File: src/rtl/sb_tx_pkg.sv
// Shared types and defaults for the sideband transmit serializer.
package sb_tx_pkg;

  typedef enum logic [1:0] {
    IDLE = 2'd0,
    TX   = 2'd1,
    GAP  = 2'd2
  } sb_tx_state_t;

  localparam int unsigned SB_MSG_WIDTH = 64;
  localparam int unsigned SB_GAP_UI    = 32;

  // Counter width for values 0..v-1, never narrower than one bit.
  function automatic int unsigned min1_clog2(input int unsigned v);
    return (v > 1) ? $clog2(v) : 1;
  endfunction

endpackage

File: src/rtl/sb_tx_fifo.sv
// Synchronous word FIFO with registered count and synchronous flush.
module sb_tx_fifo
  import sb_tx_pkg::*;
#(
  parameter int unsigned WIDTH = SB_MSG_WIDTH,
  parameter int unsigned DEPTH = 4
) (
  input  logic                       clk_i,
  input  logic                       rst_i,
  input  logic                       push_i,
  input  logic                       pop_i,
  input  logic                       flush_i,
  input  logic [WIDTH-1:0]           data_i,
  output logic                       full_o,
  output logic                       empty_o,
  output logic [$clog2(DEPTH):0]     count_o,
  output logic [WIDTH-1:0]           head_o
);

  localparam int unsigned AW = min1_clog2(DEPTH);
  localparam int unsigned CW = $clog2(DEPTH) + 1;

  logic [WIDTH-1:0] mem_q [DEPTH];
  logic [AW-1:0]    wr_ptr_q, rd_ptr_q;
  logic [CW-1:0]    count_q;

  always_ff @(posedge clk_i or posedge rst_i) begin
    if (rst_i) begin
      wr_ptr_q <= '0;
      rd_ptr_q <= '0;
      count_q  <= '0;
    end else if (flush_i) begin
      wr_ptr_q <= '0;
      rd_ptr_q <= '0;
      count_q  <= '0;
    end else begin
      if (push_i) wr_ptr_q <= wr_ptr_q + 1'b1;
      if (pop_i)  rd_ptr_q <= rd_ptr_q + 1'b1;
      if (push_i && !pop_i)      count_q <= count_q + 1'b1;
      else if (pop_i && !push_i) count_q <= count_q - 1'b1;
    end
  end

  always_ff @(posedge clk_i) begin
    if (push_i && !flush_i) mem_q[wr_ptr_q] <= data_i;
  end

  assign full_o  = (count_q == CW'(DEPTH));
  assign empty_o = (count_q == '0);
  assign count_o = count_q;
  assign head_o  = mem_q[rd_ptr_q];

endmodule

File: src/rtl/sb_tx_serializer.sv
// Sideband TX serializer: FIFO-buffered words sent LSB-first over LANES pins,
// each followed by a fixed low gap; drives an external clock-gate enable.
module sb_tx_serializer
  import sb_tx_pkg::*;
#(
  parameter int unsigned MSG_WIDTH  = SB_MSG_WIDTH,
  parameter int unsigned FIFO_DEPTH = 4,
  parameter int unsigned LANES      = 1,
  parameter int unsigned GAP_CYCLES = SB_GAP_UI
) (
  input  logic                          clk_800MHz,
  input  logic                          reset,
  input  logic                          enable_i,
  input  logic                          flush_i,
  input  logic [MSG_WIDTH-1:0]          data_i,
  input  logic                          valid_i,
  output logic                          ready_o,
  output logic [LANES-1:0]              data_o,
  output logic                          clk_gate_o,
  output logic                          busy_o,
  output logic                          word_sent_o,
  output logic [$clog2(FIFO_DEPTH):0]   fifo_count_o
);

  localparam int unsigned BEATS = MSG_WIDTH / LANES;
  localparam int unsigned BW    = min1_clog2(BEATS);
  localparam int unsigned GW    = min1_clog2(GAP_CYCLES);
  localparam logic [BW-1:0] LAST_BEAT = BW'(BEATS - 1);
  localparam logic [GW-1:0] LAST_GAP  = GW'((GAP_CYCLES > 0) ? GAP_CYCLES - 1 : 0);

  if ((MSG_WIDTH % LANES) != 0) begin : g_bad_width
    $error("sb_tx_serializer: MSG_WIDTH must be a multiple of LANES");
  end
  if (FIFO_DEPTH < 2 || (FIFO_DEPTH & (FIFO_DEPTH - 1)) != 0) begin : g_bad_depth
    $error("sb_tx_serializer: FIFO_DEPTH must be a power of 2 and at least 2");
  end
  if (LANES != 1 && LANES != 2 && LANES != 4 && LANES != 8) begin : g_bad_lanes
    $error("sb_tx_serializer: LANES must be 1, 2, 4 or 8");
  end

  sb_tx_state_t           state_q, state_d;
  logic [MSG_WIDTH-1:0]   shreg_q, shreg_d;
  logic [BW-1:0]          beat_q, beat_d;
  logic [GW-1:0]          gap_q, gap_d;

  logic                   fifo_full, fifo_empty, push, pop, can_pop, load, word_done;
  logic [MSG_WIDTH-1:0]   fifo_head;

  assign ready_o = !reset && enable_i && !fifo_full && !flush_i;
  assign push    = valid_i && ready_o;
  // Flush suppresses any pop at the same edge so the block falls back to IDLE.
  assign can_pop = !fifo_empty && !flush_i;

  sb_tx_fifo #(
    .WIDTH (MSG_WIDTH),
    .DEPTH (FIFO_DEPTH)
  ) u_fifo (
    .clk_i   (clk_800MHz),
    .rst_i   (reset),
    .push_i  (push),
    .pop_i   (pop),
    .flush_i (flush_i),
    .data_i  (data_i),
    .full_o  (fifo_full),
    .empty_o (fifo_empty),
    .count_o (fifo_count_o),
    .head_o  (fifo_head)
  );

  always_ff @(posedge clk_800MHz or posedge reset) begin
    if (reset) begin
      state_q <= IDLE;
      shreg_q <= '0;
      beat_q  <= '0;
      gap_q   <= '0;
    end else begin
      state_q <= state_d;
      shreg_q <= shreg_d;
      beat_q  <= beat_d;
      gap_q   <= gap_d;
    end
  end

  always_comb begin
    state_d     = state_q;
    shreg_d     = shreg_q;
    beat_d      = beat_q;
    gap_d       = gap_q;
    pop         = 1'b0;
    load        = 1'b0;
    word_done   = 1'b0;
    data_o      = '0;
    clk_gate_o  = 1'b0;
    word_sent_o = 1'b0;

    case (state_q)
      IDLE: begin
        load = can_pop;
      end
      TX: begin
        data_o     = shreg_q[beat_q*LANES +: LANES];
        clk_gate_o = 1'b1;
        if (beat_q == LAST_BEAT) begin
          word_sent_o = 1'b1;
          if (GAP_CYCLES > 0) begin
            state_d = GAP;
            beat_d  = '0;
            gap_d   = '0;
          end else begin
            word_done = 1'b1;
          end
        end else begin
          beat_d = beat_q + 1'b1;
        end
      end
      GAP: begin
        if (gap_q == LAST_GAP) word_done = 1'b1;
        else                   gap_d     = gap_q + 1'b1;
      end
      default: state_d = IDLE;
    endcase

    // End of a word's slot (gap exit, or last beat when there is no gap).
    if (word_done) begin
      state_d = IDLE;
      beat_d  = '0;
      gap_d   = '0;
      load    = can_pop;
    end

    if (load) begin
      pop     = 1'b1;
      shreg_d = fifo_head;
      beat_d  = '0;
      gap_d   = '0;
      state_d = TX;
    end
  end

  assign busy_o = (state_q != IDLE);

endmodule

File: config.mk
export PLATFORM = sky130hd
export DESIGN_NAME = sb_tx_serializer
export DESIGN_NICKNAME = d
export VERILOG_FILES = /design/src/rtl/sb_tx_pkg.sv /design/src/rtl/sb_tx_fifo.sv /design/src/rtl/sb_tx_serializer.sv
export SDC_FILE = /design/constraint.sdc
export NUM_CORES = 1
export LEC_CHECK = 0
export CAP_MARGIN = 5
export CORE_MARGIN = 1.5
export CORE_UTILIZATION = 53
export DETAILED_ROUTE_END_ITERATION = 8
export PLACE_DENSITY = 0.73
export SKIP_LAST_GASP = 1
export SLEW_MARGIN = 20
export SYNTH_ARGS = -nofsm -noshare
export SYNTH_HDL_FRONTEND = slang
export SYNTH_HIERARCHICAL = 1
export SYNTH_SLANG_ARGS = --single-unit
export TNS_END_PERCENT = 20
File: constraint.sdc
create_clock -name clk_800MHz -period 3.1 [get_ports clk_800MHz]
set_input_delay 0.62 -clock clk_800MHz [delete_from_list [all_inputs] [get_ports clk_800MHz]]
set_output_delay 0.62 -clock clk_800MHz [all_outputs]
set_load 0.01 [all_outputs]
Word level (Yosys, flattened, before mapping):

Memory sizes are Yosys's and may differ from the RTL's. A register that Yosys moved wholly into a read port is not among the register bits.
Index checks and enable logic that the tools add are counted.

* output and inout bits: 8
* register bits: 20
* logic and storage cells: 78
* input port bits: 69
* memories kept: 1
* RAM bits: 256

* reduce and logical (&&, ||, !) cells: 25
* eq/ne operators: 8
* shifts and indexed selects: 1
* muxes and demuxes: 31
* add/sub/neg operators: 6

Memories
* u_fifo.mem_q: depth 4, bits a word 64, read ports 1, clocked after memory_dff 1, write ports 1, RTL line sb_tx_fifo.sv:23 `logic [WIDTH-1:0] mem_q [DEPTH];`

Operator list (number)
* $shiftx 64x7->1: 1
* $mux 6: 4
* $mux 5: 4
* $mux 2: 7
* $mux 1: 11
* $pmux 5 s2: 1
* $mux 3: 3
* $logic_and 1x1->1: 8
* $ne 4x4->1 const B: 2
* $add 6x1->6 const B: 1
* $eq 6x6->1 const B: 1
* $logic_not 1->1: 6
* $reduce_bool 2->1: 3
* $reduce_bool 3->1: 2
* $add 5x1->5 const B: 1
* $eq 5x5->1 const B: 1
* $add 2x1->2 const B: 2
* $pmux 2 s2: 1
* $reduce_bool 4->1: 1
* $add 3x1->3 const B: 1
* $eq 3x3->1 const B: 1
* $logic_not 3->1: 1
* $ne 3x1->1 const B: 1
* $reduce_and 3->1: 1
* 6 further kinds: 6

Logic depth before layout (Yosys ltp):

* word-level depth: 10
* gate-level depth with buffers: 11
* mapped depth without buffers: 10

By module:

The synthesis kept the hierarchy.

Modules (own cells, without submodules)
* sb_tx_fifo: times used 1, sequential area each 7862.5 µm², cells an instance 381, area each 9679.3 µm²
* sb_tx_serializer: times used 1, sequential area each 1926.8 µm², cells an instance 265, area each 3688.5 µm²

Least setup slack after synthesis:

Ideal clock, no wire load.

* kind: flip-flop to flip-flop
* start point: reg u_fifo.count_q[0], in the netlist u_fifo/count_o[0]
* end point: mem u_fifo/mem_q[0][0] (netlist name) (enable)
* required time: 2.671 ns
* path slack: -0.609 ns
* buffers on the path: 1
* arrival: 3.280 ns
* stages on the path, launching flop included: 8
* setup time: 0.429 ns
* period minus slack after synthesis: 3.709 ns
* path through: dfrtp_1 > inv_1 > and3_1 > nor4b_1 > and2_1 > buf_2 > nor2b_1 > and2_1

* cells in the longest elaborated chain, start to end: 8

Ends and longest elaborated chain
* start: declaration: RTL line sb_tx_fifo.sv:25 `logic [CW-1:0] count_q;`
* start signal: assignment: RTL line sb_tx_fifo.sv:39 `if (push_i && !pop_i) count_q <= count_q + 1'b1;`
* start signal: assignment: RTL line sb_tx_fifo.sv:40 `else if (pop_i && !push_i) count_q <= count_q - 1'b1;`
* $eq 3x3->1: RTL line sb_tx_fifo.sv:48 `assign full_o = (count_q == CW'(DEPTH));`
* via fifo_full: RTL line sb_tx_serializer.sv:46 `logic fifo_full, fifo_empty, push, pop, can_pop, load, word_done;`
* $logic_not 1->1: RTL line sb_tx_serializer.sv:49 `assign ready_o = !reset && enable_i && !fifo_full && !flush_i;`
* $logic_and 1x1->1 (2 in series): RTL line sb_tx_serializer.sv:49
* via ready_o: RTL line sb_tx_serializer.sv:17 `output logic ready_o,`
* $logic_and 1x1->1: RTL line sb_tx_serializer.sv:50 `assign push = valid_i && ready_o;`
* via push: RTL line sb_tx_serializer.sv:46
* $logic_and 1x1->1: RTL line sb_tx_fifo.sv:45 `if (push_i && !flush_i) mem_q[wr_ptr_q] <= data_i;`
* $mux 1: RTL line sb_tx_fifo.sv:45
* $mux 1 (implied by the code): RTL line sb_tx_fifo.sv:45
* end: declaration: RTL line sb_tx_fifo.sv:23

The timed path passes the listed nets, and every way through them passes these cells.

Final worst setup path:

* start point: reg beat_q[1]
* end point: out data_o

* cells in the longest elaborated chain, start to end: 2

Ends and longest elaborated chain
* start: declaration: RTL line sb_tx_serializer.sv:43 `logic [BW-1:0] beat_q, beat_d;`
* start signal: assignment: RTL line sb_tx_serializer.sv:79 `beat_q <= beat_d;`
* $shiftx 64x7->1: RTL line sb_tx_serializer.sv:101 `data_o = shreg_q[beat_q*LANES +: LANES];`
* $mux 1: RTL line sb_tx_serializer.sv:96 `case (state_q)`
* end: declaration: RTL line sb_tx_serializer.sv:18 `output logic [LANES-1:0] data_o,`

Every way passes these cells.

==> flow_summary.ini <==
[clock_network]
tritoncts = done
cts.path.max_buffers = 3
cts_sinks = 340
worstSkewPairLatency_ns = 0.50
cts_root_buffer = clkbuf_16
clkSlewWorstSetupHoldPaths_ns = 0.06
htree_levels = 2
cts_buffers = 36

[setup_path]
critPathKind = flip-flop to output port
cp-start-kind = flip-flop
reg2reg_to = u_fifo/count_o[2]$_DFFE_PP0P_
end_kind = output port
reg2reg_depth = 10
cpPeakStageDelay_ns = 0.57
crit_chain = buf_4 > mux2_2 > o22ai_1 > a2111oi_1 > o311ai_2 > o41ai_2 > buf_2
r2r_start = gap_q[1]$_DFFE_PP0P_
slowest_stage = a2111oi_1
cp_max_fo = 10
crit_path_start = beat_q[1]$_DFFE_PP0P_
cp.arrival_ns = 2.47
cp-endpoint = data_o
worstPathRequired_ns = 2.48
reg2reg_slack_ns = 0.69

[drt]
drt-total-wl_um = 24350
drt_iter0_drc = 551
first_pass_iters = 4
antenna_left = 0
num_vias = 6318
via_per_inst = 5.723
wl_per_cell_um = 22.06
drcViolationCount = 0

[yosys]
synth_enable_flop_cells = 256
synthFlopType = edfxtp_1
syn_inst = 646
ys_ff_latch = 340
syn_area_sq_um = 13370
seq_area_frac_synth = 0.7323
yosys_warnings = 6
synth_nets = 726
synth.avg_cell_area_sq_um = 20.69
synthDistinctLibCells = 48
async_reset_ff_frac = 0.2471

[timing]
finalCritPeriodShare = 0.9956
drv_slew = 0
slew_headroom = 0.4563
min_period_ns = 3.086
fin_worst_skew_ns = 0.007141
worst_slew_pin_slew_ns = 0.8155
setup_viol_count_final = 0
hold_viol = 0
fmax_mhz = 324.0
layout_setup_ws_ns = 0.01354
grt_setup_unrepaired = true
finalSetupTns_ns = 0

[placement]
dp_slack_ns = 0.08088
numPortBuffers = 76
place_congestion = 0.8152
hpwlAfterDp_um = 15290

[die]
die-area_sq_um = 26180
die_h_um = 161.8
initial_utilization = 0.5449
io_pins = 77
coreArea_sq_um = 24530
die_w_um = 161.8
std_cell_rows = 57

[global_routing]
grt_pass1_wl_um = 38900
globalRouteOverflowTotal = 0
antenna_found_initial = 0
grt_max_degree = 71
grt_pass1_vias = 6896
grt_util_all_layers = 0.1955

[job]
drv_cap = 0

[finish]
fillers = 1623
syn_to_final_growth_pct = 19.18
num-nets-final = 834
drive_gt1_frac = 0.2705
n_antenna_cell = 0

[pwr]
p_leak_nw = 5.466
powerDensity_nw_per_um2 = 770.1
finalPower_w = 0.01227
vdd_drop_max_mv = 0.4894

[hold_path]
hold_path.class = input pin to async pin

[outcome]
status = finished clean
==> worst max-delay path: cells and delay by family, from the launching register on <==
family          cells  cell delay, ns
compound gates      4            0.93
flops               1            0.41
buf+inv             2            0.40
mux                 1            0.23
==> where the power goes <==
part | total, W | switching [W] | internal [W]
Sequential | 0.00581 | 0.000390 | 0.00542
Clock | 0.00426 | 0.00166 | 0.00260
Combinational | 0.00221 | 0.000936 | 0.00127
==> cells by family after synthesis <==
family	count (synthesis)	share of synthesized area
DFF	340	0.7323
xor gates and xnor gates	7	0.004586
buffers and inverters	46	0.01872
and+or+nand+nor	62	0.02359
muxes	150	0.1947
adders and majority gates	11	0.01086
AOI/OAI and AO/OA	30	0.01526
==> area by class of cell <==
type	instances	area (sq um)	area share
Sequential cell	340	9796	0.6149
Multi-Input combinational cell	260	3354	0.2106
Timing Repair Buffer	101	1119	0.07021
Clock buffer	51	1081	0.06786
Tap cell	324	405.4	0.02545
Clock inverter	13	120.1	0.007539
Inverter	15	56.30	0.003534
==> flip-flops by register name, indices dropped and copies added (netlist names) <==
signal / flops
u_fifo/mem_q: 256
shreg_q: 64
beat_q: 6
gap_q: 5
u_fifo/count_o: 3
state_q: 2
u_fifo/rd_ptr_q: 2
u_fifo/wr_ptr_q: 2
==> metal layers <==
metal / track usage / up-vias / wire length, um
met5: 0 / - / 0
met4: 0.05671 / 0 / 480
met1: 0.2622 / 3314 / 10340
met3: 0.03498 / 36 / 1004
met2: 0.3322 / 140 / 12520
li1: - / 2828 / -
==> through the flow <==
stage,hold WS [ns],instance area [sq um],utilization,std cells
3_5_place_dp,0.4708,14700,0.5991,1039
6_report,0.4760,15930,0.6494,1104
3_3_place_gp,0.4677,14700,0.5991,1039
2_1_floorplan,0.4234,13370,-,646
4_1_cts,0.4670,15930,0.6494,1104
5_1_grt,0.4998,15930,0.6494,1104
==> cells in the final DEF, fill, tap and decap left out, drive strengths merged, types with 2 or more instances in the layout <==
| master | Yosys | layout |
|---|---|---|
| edfxtp | 256 | 256 |
| clkinv | 0 | 10 |
| xor2 | 3 | 3 |
| inv | 15 | 15 |
| o21ai | 9 | 9 |
| clkdlybuf4s50 | 0 | 75 |
| clkbuf | 3 | 51 |
| and2 | 6 | 6 |
| a21o | 2 | 2 |
| and3 | 2 | 2 |
| mux4 | 79 | 79 |
| nand3 | 8 | 8 |
| nor2b | 2 | 2 |
| nor3b | 3 | 3 |
| nand4 | 3 | 3 |
| nor3 | 5 | 5 |
| ha | 10 | 10 |
| buf | 28 | 26 |
| a22oi | 2 | 2 |
| mux2 | 66 | 66 |
| o22ai | 2 | 2 |
| nand2 | 11 | 11 |
| bufinv | 0 | 2 |
| nor4 | 2 | 2 |
| mux2i | 5 | 5 |
| xnor2 | 4 | 4 |
| dfrtp | 84 | 84 |
| nor2 | 15 | 15 |
| or2 | 2 | 2 |
| a21oi | 4 | 4 |
==> synthesized netlist by cell type (4+ instances only) <==
library cell,number,area [sq um]
mux2_1,21,236.5
nor3_1,5,25.02
and2_1,6,37.54
inv_1,15,56.30
mux2i_1,5,50.05
o21ai_0,6,30.03
buf_2,20,100.1
ha_1,10,125.1
mux2_2,45,506.7
a21oi_1,4,20.02
mux4_2,71,1599
nand2_1,11,41.29
nor2_1,15,56.30
xnor2_1,4,35.03
mux4_1,8,210.2
buf_6,6,67.56
nand3_1,8,40.04
edfxtp_1,256,7687
dfrtp_1,84,2102
==> how the worst min path moves through the flow <==
stage | start | end | slack, ns | cells after the start
final | reset | u_fifo/wr_ptr_q[0]$_DFFE_PP0P_ | 0.48 | 2
after global routing | reset | u_fifo/count_o[0]$_DFFE_PP0P_ | 0.50 | 2
after CTS | reset | u_fifo/count_o[1]$_DFFE_PP0P_ | 0.47 | 2
after detailed placement | shreg_q[6]$_DFFE_PP0N_ | shreg_q[6]$_DFFE_PP0N_ | 0.47 | 1
after global placement | gap_q[4]$_DFFE_PP0P_ | gap_q[4]$_DFFE_PP0P_ | 0.47 | 2
after floorplan | reset | u_fifo/count_o[0]$_DFFE_PP0P_ | 0.42 | 1
==> repair_timing <==
action,in CTS,in global routing
endpoints found under the setup margin,1,1
buffers inserted,1,0
hold buffers,0,0
gates resized for setup,8,0
endpoints found under the hold margin,0,0
pin swaps,1,0
cloned,0,0
Note: power is estimated with default switching activity, not from simulation.
